`config.mk`:
```
export PLATFORM = sky130hd
export DESIGN_NAME = sdc_block_serializer
export DESIGN_NICKNAME = d
export VERILOG_FILES = /design/src/rtl/sdc_pkg.sv /design/src/rtl/sdc_crc16.sv /design/src/rtl/sdc_block_serializer.sv
export SDC_FILE = /design/constraint.sdc
export NUM_CORES = 1
export LEC_CHECK = 0
export ABC_AREA = 1
export CAP_MARGIN = 10
export CORE_MARGIN = 2
export CORE_UTILIZATION = 25
export DETAILED_ROUTE_END_ITERATION = 16
export REMOVE_ABC_BUFFERS = 1
export SETUP_SLACK_MARGIN = 0.3
export SYNTH_ARGS = -nofsm -noshare
export SYNTH_HDL_FRONTEND = slang
export SYNTH_SLANG_ARGS = --single-unit
```
`constraint.sdc`:
```
create_clock -name clk -period 2.5 [get_ports clk]
set_clock_uncertainty 0.1 [all_clocks]
set_input_delay 0.5 -clock clk [delete_from_list [all_inputs] [get_ports clk]]
set_output_delay 0.5 -clock clk [all_outputs]
set_load 0.03 [all_outputs]
```
`src/rtl/sdc_pkg.sv`:
```
// Shared types and constants for the SD-card DAT0 block write path.
// State enum, CRC16-CCITT polynomial, data-response token codes and a serial CRC step helper.
package sdc_pkg;

    typedef enum logic [2:0] {
        ST_IDLE      = 3'd0,
        ST_START_BIT = 3'd1,
        ST_DATA      = 3'd2,
        ST_CRC       = 3'd3,
        ST_END_BIT   = 3'd4,
        ST_RESP      = 3'd5,
        ST_WAIT_BUSY = 3'd6,
        ST_DONE      = 3'd7
    } state_e;

    localparam logic [15:0] CRC16_POLY    = 16'h1021;
    localparam logic [2:0]  RESP_ACCEPTED = 3'b010;
    localparam logic [2:0]  RESP_CRC_ERR  = 3'b101;
    localparam logic [2:0]  RESP_WR_ERR   = 3'b110;
    localparam logic        START_BIT     = 1'b0;
    localparam logic        END_BIT       = 1'b1;

    // One bit of x^16+x^12+x^5+1 in the usual feedback (MSB-out) form.
    function automatic logic [15:0] crc16_step(input logic [15:0] crc, input logic din);
        logic fb;
        fb = crc[15] ^ din;
        return {crc[14:0], 1'b0} ^ (fb ? CRC16_POLY : 16'h0000);
    endfunction

endpackage

```
`src/rtl/sdc_crc16.sv`:
```
// Serial CRC16-CCITT accumulator (init 0) fed one data bit per enabled clock.
module sdc_crc16 (
    input  logic        clk,
    input  logic        reset_n,
    input  logic        clr,
    input  logic        en,
    input  logic        din,
    output logic [15:0] crc
);
    import sdc_pkg::*;

    // CRC register: cleared at block start, advanced once per data bit
    always_ff @(posedge clk or negedge reset_n) begin
        if (!reset_n) begin
            crc <= 16'h0000;
        end else if (clr) begin
            crc <= 16'h0000;
        end else if (en) begin
            crc <= crc16_step(crc, din);
        end
    end

endmodule

```
`src/rtl/sdc_block_serializer.sv`:
```
// Drives one SD write block on DAT0: start bit, data bytes MSB-first, CRC16, end bit.
// Optional macro RESP_CHECK_EN adds capture of the card's data-response token and busy wait.
module sdc_block_serializer #(
    parameter int BLOCK_BYTES = 512,
    parameter int CRC_W       = 16
) (
    input  logic       clk,
    input  logic       reset_n,
    input  logic       start,
    input  logic [7:0] byte_data,
    input  logic       byte_valid,
    output logic       byte_ready,
    output logic       sd_dat_out,
    output logic       sd_dat_oe,
    input  logic       sd_dat_in,
    output logic       busy,
    output logic       done,
    output logic       underrun,
    output logic       resp_err
);
    import sdc_pkg::*;

    localparam int            BW        = $clog2(BLOCK_BYTES);
    localparam int            CW        = $clog2(CRC_W);
    localparam logic [BW-1:0] LAST_BYTE = BW'(BLOCK_BYTES - 1);
    localparam logic [BW-1:0] BYTE_ONE  = BW'(1);
    localparam logic [CW-1:0] LAST_CRC  = CW'(CRC_W - 1);
    localparam logic [CW-1:0] CRC_ONE   = CW'(1);

    state_e        state_r, state_nxt_s;
    logic [BW-1:0] byte_cnt_r, byte_cnt_nxt_s;
    logic [2:0]    bit_cnt_r, bit_cnt_nxt_s;
    logic [CW-1:0] crc_idx_r, crc_idx_nxt_s;
    logic [7:0]    shift_r, shift_nxt_s;
    logic          underrun_nxt_s;
    logic          dat_nxt_s, oe_nxt_s, ready_nxt_s, busy_nxt_s, done_nxt_s;
    logic          crc_clr_s, crc_en_s, crc_din_s;
    logic [15:0]   crc_s;
`ifdef RESP_CHECK_EN
    logic [2:0]    resp_cnt_r, resp_cnt_nxt_s;
    logic [2:0]    resp_sr_r, resp_sr_nxt_s;
    logic          got_tok_r, got_tok_nxt_s;
    logic          resp_err_nxt_s;
`endif

    sdc_crc16 u_crc (
        .clk     (clk),
        .reset_n (reset_n),
        .clr     (crc_clr_s),
        .en      (crc_en_s),
        .din     (crc_din_s),
        .crc     (crc_s)
    );

    // Next-state/datapath, then decode of the values the output flops take next cycle
    always_comb begin
        state_nxt_s    = state_r;
        byte_cnt_nxt_s = byte_cnt_r;
        bit_cnt_nxt_s  = bit_cnt_r;
        crc_idx_nxt_s  = crc_idx_r;
        shift_nxt_s    = shift_r;
        underrun_nxt_s = underrun;
        crc_clr_s      = 1'b0;
`ifdef RESP_CHECK_EN
        resp_cnt_nxt_s = resp_cnt_r;
        resp_sr_nxt_s  = resp_sr_r;
        got_tok_nxt_s  = got_tok_r;
        resp_err_nxt_s = resp_err;
`endif
        case (state_r)
            ST_IDLE: begin
                if (start) begin
                    state_nxt_s    = ST_START_BIT;
                    byte_cnt_nxt_s = {BW{1'b0}};
                    bit_cnt_nxt_s  = 3'd0;
                    underrun_nxt_s = 1'b0;
                    crc_clr_s      = 1'b1;
`ifdef RESP_CHECK_EN
                    resp_err_nxt_s = 1'b0;
`endif
                end else begin
                    state_nxt_s = ST_IDLE;
                end
            end
            ST_START_BIT: begin
                if (byte_valid) begin
                    state_nxt_s = ST_DATA;
                    shift_nxt_s = byte_data;
                end else begin
                    underrun_nxt_s = 1'b1;
                    state_nxt_s    = ST_DONE;
                end
            end
            ST_DATA: begin
                if (bit_cnt_r != 3'd7) begin
                    shift_nxt_s   = {shift_r[6:0], 1'b0};
                    bit_cnt_nxt_s = bit_cnt_r + 3'd1;
                end else if (byte_cnt_r == LAST_BYTE) begin
                    state_nxt_s   = ST_CRC;
                    crc_idx_nxt_s = {CW{1'b0}};
                end else if (byte_valid) begin
                    shift_nxt_s    = byte_data;
                    bit_cnt_nxt_s  = 3'd0;
                    byte_cnt_nxt_s = byte_cnt_r + BYTE_ONE;
                end else begin
                    underrun_nxt_s = 1'b1;
                    state_nxt_s    = ST_DONE;
                end
            end
            ST_CRC: begin
                if (crc_idx_r == LAST_CRC) begin
                    state_nxt_s = ST_END_BIT;
                end else begin
                    crc_idx_nxt_s = crc_idx_r + CRC_ONE;
                end
            end
            ST_END_BIT: begin
`ifdef RESP_CHECK_EN
                state_nxt_s    = ST_RESP;
                resp_cnt_nxt_s = 3'd0;
                got_tok_nxt_s  = 1'b0;
`else
                state_nxt_s    = ST_DONE;
`endif
            end
`ifdef RESP_CHECK_EN
            ST_RESP: begin
                // Token: start bit within 8 cycles, 3 status bits, end bit
                if (!got_tok_r) begin
                    if (sd_dat_in == START_BIT) begin
                        got_tok_nxt_s  = 1'b1;
                        resp_cnt_nxt_s = 3'd0;
                    end else if (resp_cnt_r == 3'd7) begin
                        resp_err_nxt_s = 1'b1;
                        state_nxt_s    = ST_DONE;
                    end else begin
                        resp_cnt_nxt_s = resp_cnt_r + 3'd1;
                    end
                end else if (resp_cnt_r == 3'd3) begin
                    if ((resp_sr_r != RESP_ACCEPTED) || (sd_dat_in != END_BIT)) begin
                        resp_err_nxt_s = 1'b1;
                    end else begin
                        resp_err_nxt_s = resp_err;
                    end
                    state_nxt_s = ST_WAIT_BUSY;
                end else begin
                    resp_sr_nxt_s  = {resp_sr_r[1:0], sd_dat_in};
                    resp_cnt_nxt_s = resp_cnt_r + 3'd1;
                end
            end
            ST_WAIT_BUSY: begin
                if (sd_dat_in == 1'b1) begin
                    state_nxt_s = ST_DONE;
                end else begin
                    state_nxt_s = ST_WAIT_BUSY;
                end
            end
`endif
            ST_DONE: begin
                state_nxt_s = ST_IDLE;
            end
            default: begin
                state_nxt_s = ST_IDLE;
            end
        endcase

        // The CRC sees each data bit as it is loaded into the output flop
        crc_en_s  = (state_nxt_s == ST_DATA);
        crc_din_s = shift_nxt_s[7];

        case (state_nxt_s)
            ST_START_BIT: dat_nxt_s = START_BIT;
            ST_DATA:      dat_nxt_s = shift_nxt_s[7];
            ST_CRC:       dat_nxt_s = crc_s[LAST_CRC - crc_idx_nxt_s];
            default:      dat_nxt_s = END_BIT;
        endcase
        oe_nxt_s    = (state_nxt_s == ST_START_BIT) || (state_nxt_s == ST_DATA) ||
                      (state_nxt_s == ST_CRC) || (state_nxt_s == ST_END_BIT);
        ready_nxt_s = (state_nxt_s == ST_START_BIT) ||
                      ((state_nxt_s == ST_DATA) && (bit_cnt_nxt_s == 3'd7) &&
                       (byte_cnt_nxt_s != LAST_BYTE));
        busy_nxt_s  = (state_nxt_s != ST_IDLE);
        done_nxt_s  = (state_nxt_s == ST_DONE);
    end

    // State, counters, shift register and output flops
    always_ff @(posedge clk or negedge reset_n) begin
        if (!reset_n) begin
            state_r    <= ST_IDLE;
            byte_cnt_r <= {BW{1'b0}};
            bit_cnt_r  <= 3'd0;
            crc_idx_r  <= {CW{1'b0}};
            shift_r    <= 8'h00;
            sd_dat_out <= 1'b1;
            sd_dat_oe  <= 1'b0;
            byte_ready <= 1'b0;
            busy       <= 1'b0;
            done       <= 1'b0;
            underrun   <= 1'b0;
        end else begin
            state_r    <= state_nxt_s;
            byte_cnt_r <= byte_cnt_nxt_s;
            bit_cnt_r  <= bit_cnt_nxt_s;
            crc_idx_r  <= crc_idx_nxt_s;
            shift_r    <= shift_nxt_s;
            sd_dat_out <= dat_nxt_s;
            sd_dat_oe  <= oe_nxt_s;
            byte_ready <= ready_nxt_s;
            busy       <= busy_nxt_s;
            done       <= done_nxt_s;
            underrun   <= underrun_nxt_s;
        end
    end

`ifdef RESP_CHECK_EN
    // Response-token capture and sticky error flag
    always_ff @(posedge clk or negedge reset_n) begin
        if (!reset_n) begin
            resp_cnt_r <= 3'd0;
            resp_sr_r  <= 3'd0;
            got_tok_r  <= 1'b0;
            resp_err   <= 1'b0;
        end else begin
            resp_cnt_r <= resp_cnt_nxt_s;
            resp_sr_r  <= resp_sr_nxt_s;
            got_tok_r  <= got_tok_nxt_s;
            resp_err   <= resp_err_nxt_s;
        end
    end
`else
    logic unused_s;
    assign unused_s = sd_dat_in;
    assign resp_err = 1'b0;
`endif

endmodule

```
==> results.yml <==
global_routing:
  grt_remaining_overflow: 0
  grt_max_degree: 50
  grt_pass1_vias: 2420
  antenna_found_initial: 0
  grt.total_usage_pct: 11.5
  grt_pass1_wl_um: 10900
sta:
  slew_headroom_pct: 58.8
  drv_slew: 0
  fin_crit_sh_pct: 92.3
  setup_viol: 0
  tightestPinTransition_ns: 0.618
  rsz0062_at_grt: "true"
  setup_tns_ns: 0
  hold_viol: 0
  fin_ws_ns: 0.194
  max_freq_mhz: 434
  period_needed_ns: 2.31
finish:
  diodes: 0
  synthToLayoutAreaGrowth_pct: 27.8
  final_cell_mix: "59 x nand2_1, 54 x inv_1, 48 x dfrtp_1"
  layout_commonest_cell: "nand2_1"
  nets: 409
  drive_gt1_share_pct: 22.8
synthesis:
  synth.ff_latch_count: 49
  syn_area_um2: 2750
  yosysWarnings: 0
  async_flop_share_pct: 100
  synth-seq-area-share_pct: 44.6
  synthCells: 344
  syn_area_per_cell_um2: 8.00
  yosys.cell_types.count: 39
  ys.flop_type: "dfrtp_1"
  synth_edf_count: 0
power_and_ir_drop:
  vdd_drop_max_mv: 0.512
  swShare_pct: 47.7
  power.share.combinational_pct: 57.3
  p_leak_nw: 1.67
  power_w: 0.00427
  power.share.clock_pct: 13.4
  powerDensity_nw_per_um2: 1210
  switchingPower_w: 0.00203
  power_frac_seq_pct: 29.3
  intPower_w: 0.00223
placement:
  place_congestion: 0.828
  dp_slack_ns: 0.0441
  hpwl_um: 4540
  numPortBuffers: 17
critical_path:
  cp_max_fo: 4
  worstPathArrival_ns: 2.39
  cp-end-kind: "flip-flop"
  required_ns: 2.58
  crit_path_start_kind: "flip-flop"
  critPathKind: "reg -> reg"
detailed_routing:
  vias_per_cell: 4.67
  num_vias: 2482
  dr.pass1.iters: 4
  wl_per_cell_um: 12.6
  final_antenna_net_count: 0
  wl_um: 6680
  drt_first_iter_violations: 205
  drc: 0
die:
  coreArea_um2: 10800
  ios: 20
  die_area_um2: 11900
  rows: 38
  die_w_um: 109
  start_util_pct: 25.5
  die_y_um: 109
clocking:
  cts_buffers: 5
  cts_tree: "built"
  root_buffer: "clkbuf_8"
  clkSinkCount: 49
  cts_buffer_depth: 2
  clk_latency_ns: 0.31
  htree_levels: 2
  cts.reportedPaths.clkPinSlew_ns: 0.10
run:
  cap_violations: 0
min_path:
  hp-class: "in -> async"
outcome:
  status: "finished, final reports clean"
final cells by class:
class,instances,area (um2)
Multi-Input combinational cell,229,1400
Fill cell,1091,7280
Inverter,63,243
Tap cell,140,175
Clock buffer,6,72.6
Sequential cell,49,1230
Clock inverter,2,35.0
Timing Repair Buffer,42,360
power by group through the flow:
stage	combinational, W	clock [W]	sequential [W]
after floorplan	0.00150	0	0.00131
after global placement	0.00210	0	0.00126
after detailed placement	0.00214	0	0.00127
after CTS	0.00231	0.000577	0.00125
after global routing	0.00273	0.000614	0.00128
final	0.00244	0.000572	0.00125
worst max-delay path, stage by stage, from the launching register on:
cell      delay, ns
dfrtp_1        0.43
ha_4           0.18
and3_4         0.18
ha_4           0.18
inv_2          0.07
nand3_4        0.12
nor2_2         0.18
nand3_1        0.12
o21ai_0        0.09
o21ai_1        0.13
nor2_1         0.11
nand3b_1       0.10
o21ai_1        0.15
nand2_1        0.06
what timing repair did:
| item | 4_1_cts | 5_1_grt |
|---|---|---|
| gates cloned | 1 | 0 |
| setup endpoints to repair | 17 | 26 |
| pin swaps | 15 | 7 |
| buffers inserted | 7 | 11 |
| resized for setup | 27 | 14 |
| hold buffers | 0 | 0 |
logic make-up after synthesis:
| kind of cell | share of synthesized area, % |
|---|---|
| other cells | 0.136 |
| fa+ha+maj | 2.73 |
| compound gates | 14.6 |
| buf+inv | 9.91 |
| simple gates | 28.0 |
| flops | 44.6 |
final timing paths:
kind	cells past startpoint	from	slack, ns	endpoint
setup reg to reg	13	byte_cnt_r[0]$_DFF_PN0_	0.19	byte_ready$_DFF_PN0_
max in group asynchronous	2	reset_n	1.70	done$_DFF_PN0_
hold / removal	2	reset_n	0.19	byte_cnt_r[7]$_DFF_PN0_
hold reg to reg	2	shift_r[1]$_DFFE_PN0P_	0.40	shift_r[1]$_DFFE_PN0P_
setup / recovery	13	byte_cnt_r[0]$_DFF_PN0_	0.19	byte_ready$_DFF_PN0_
min in group clk	2	shift_r[1]$_DFFE_PN0P_	0.40	shift_r[1]$_DFFE_PN0P_
metrics by stage:
step	util, %	hold slack [ns]	instance area, um2	instances
global route	32.6	0.252	3520	531
detailed placement	28.8	0.391	3110	504
floorplan	-	0.104	2720	340
finish	32.6	0.187	3520	531
global placement	28.8	0.383	3110	504
CTS	31.4	0.218	3390	520
flip-flops by register name (all words and copies together), names as in the netlist:
name,count
underrun,1
sd_dat_out,1
bit_cnt_r,3
byte_ready,1
state_r,3
done,1
byte_cnt_r,9
shift_r,8
busy,1
u_crc.crc,16
sd_dat_oe,1
crc_idx_r,4
per-layer routing:
metal  wire length (um)  vias up  track usage, %  share of wire (%)
li1                   -     1232               -                  -
met1               3000     1197            14.2                 45
met2               3350       37            19.9                 50
met3                171       16            2.03                2.6
met4                152        0            4.40                2.3
met5                  0        -               0                  0
cell usage after synthesis (2+ instances only):
| cell | count | area (um2) |
|---|---|---|
| a21oi_1 | 7 | 35.0 |
| a21oi_2 | 2 | 17.5 |
| a41oi_1 | 2 | 17.5 |
| buf_6 | 2 | 22.5 |
| dfrtp_1 | 48 | 1200 |
| ha_1 | 6 | 75.1 |
| inv_1 | 57 | 214 |
| inv_2 | 5 | 18.8 |
| nand2_1 | 65 | 244 |
| nand2_2 | 7 | 43.8 |
| nand2_4 | 4 | 45.0 |
| nand3_1 | 48 | 240 |
| nand3_2 | 2 | 20.0 |
| nand3_4 | 2 | 35.0 |
| nand4_1 | 3 | 18.8 |
| nor2_1 | 19 | 71.3 |
| nor2_4 | 2 | 22.5 |
| nor3_1 | 2 | 10.0 |
| o211ai_1 | 3 | 22.5 |
| o21a_1 | 2 | 15.0 |
| o21ai_0 | 21 | 105 |
| o21ai_1 | 5 | 25.0 |
| o21ai_2 | 2 | 17.5 |
| o22ai_1 | 13 | 81.3 |
(Power assumes the default switching activity.)
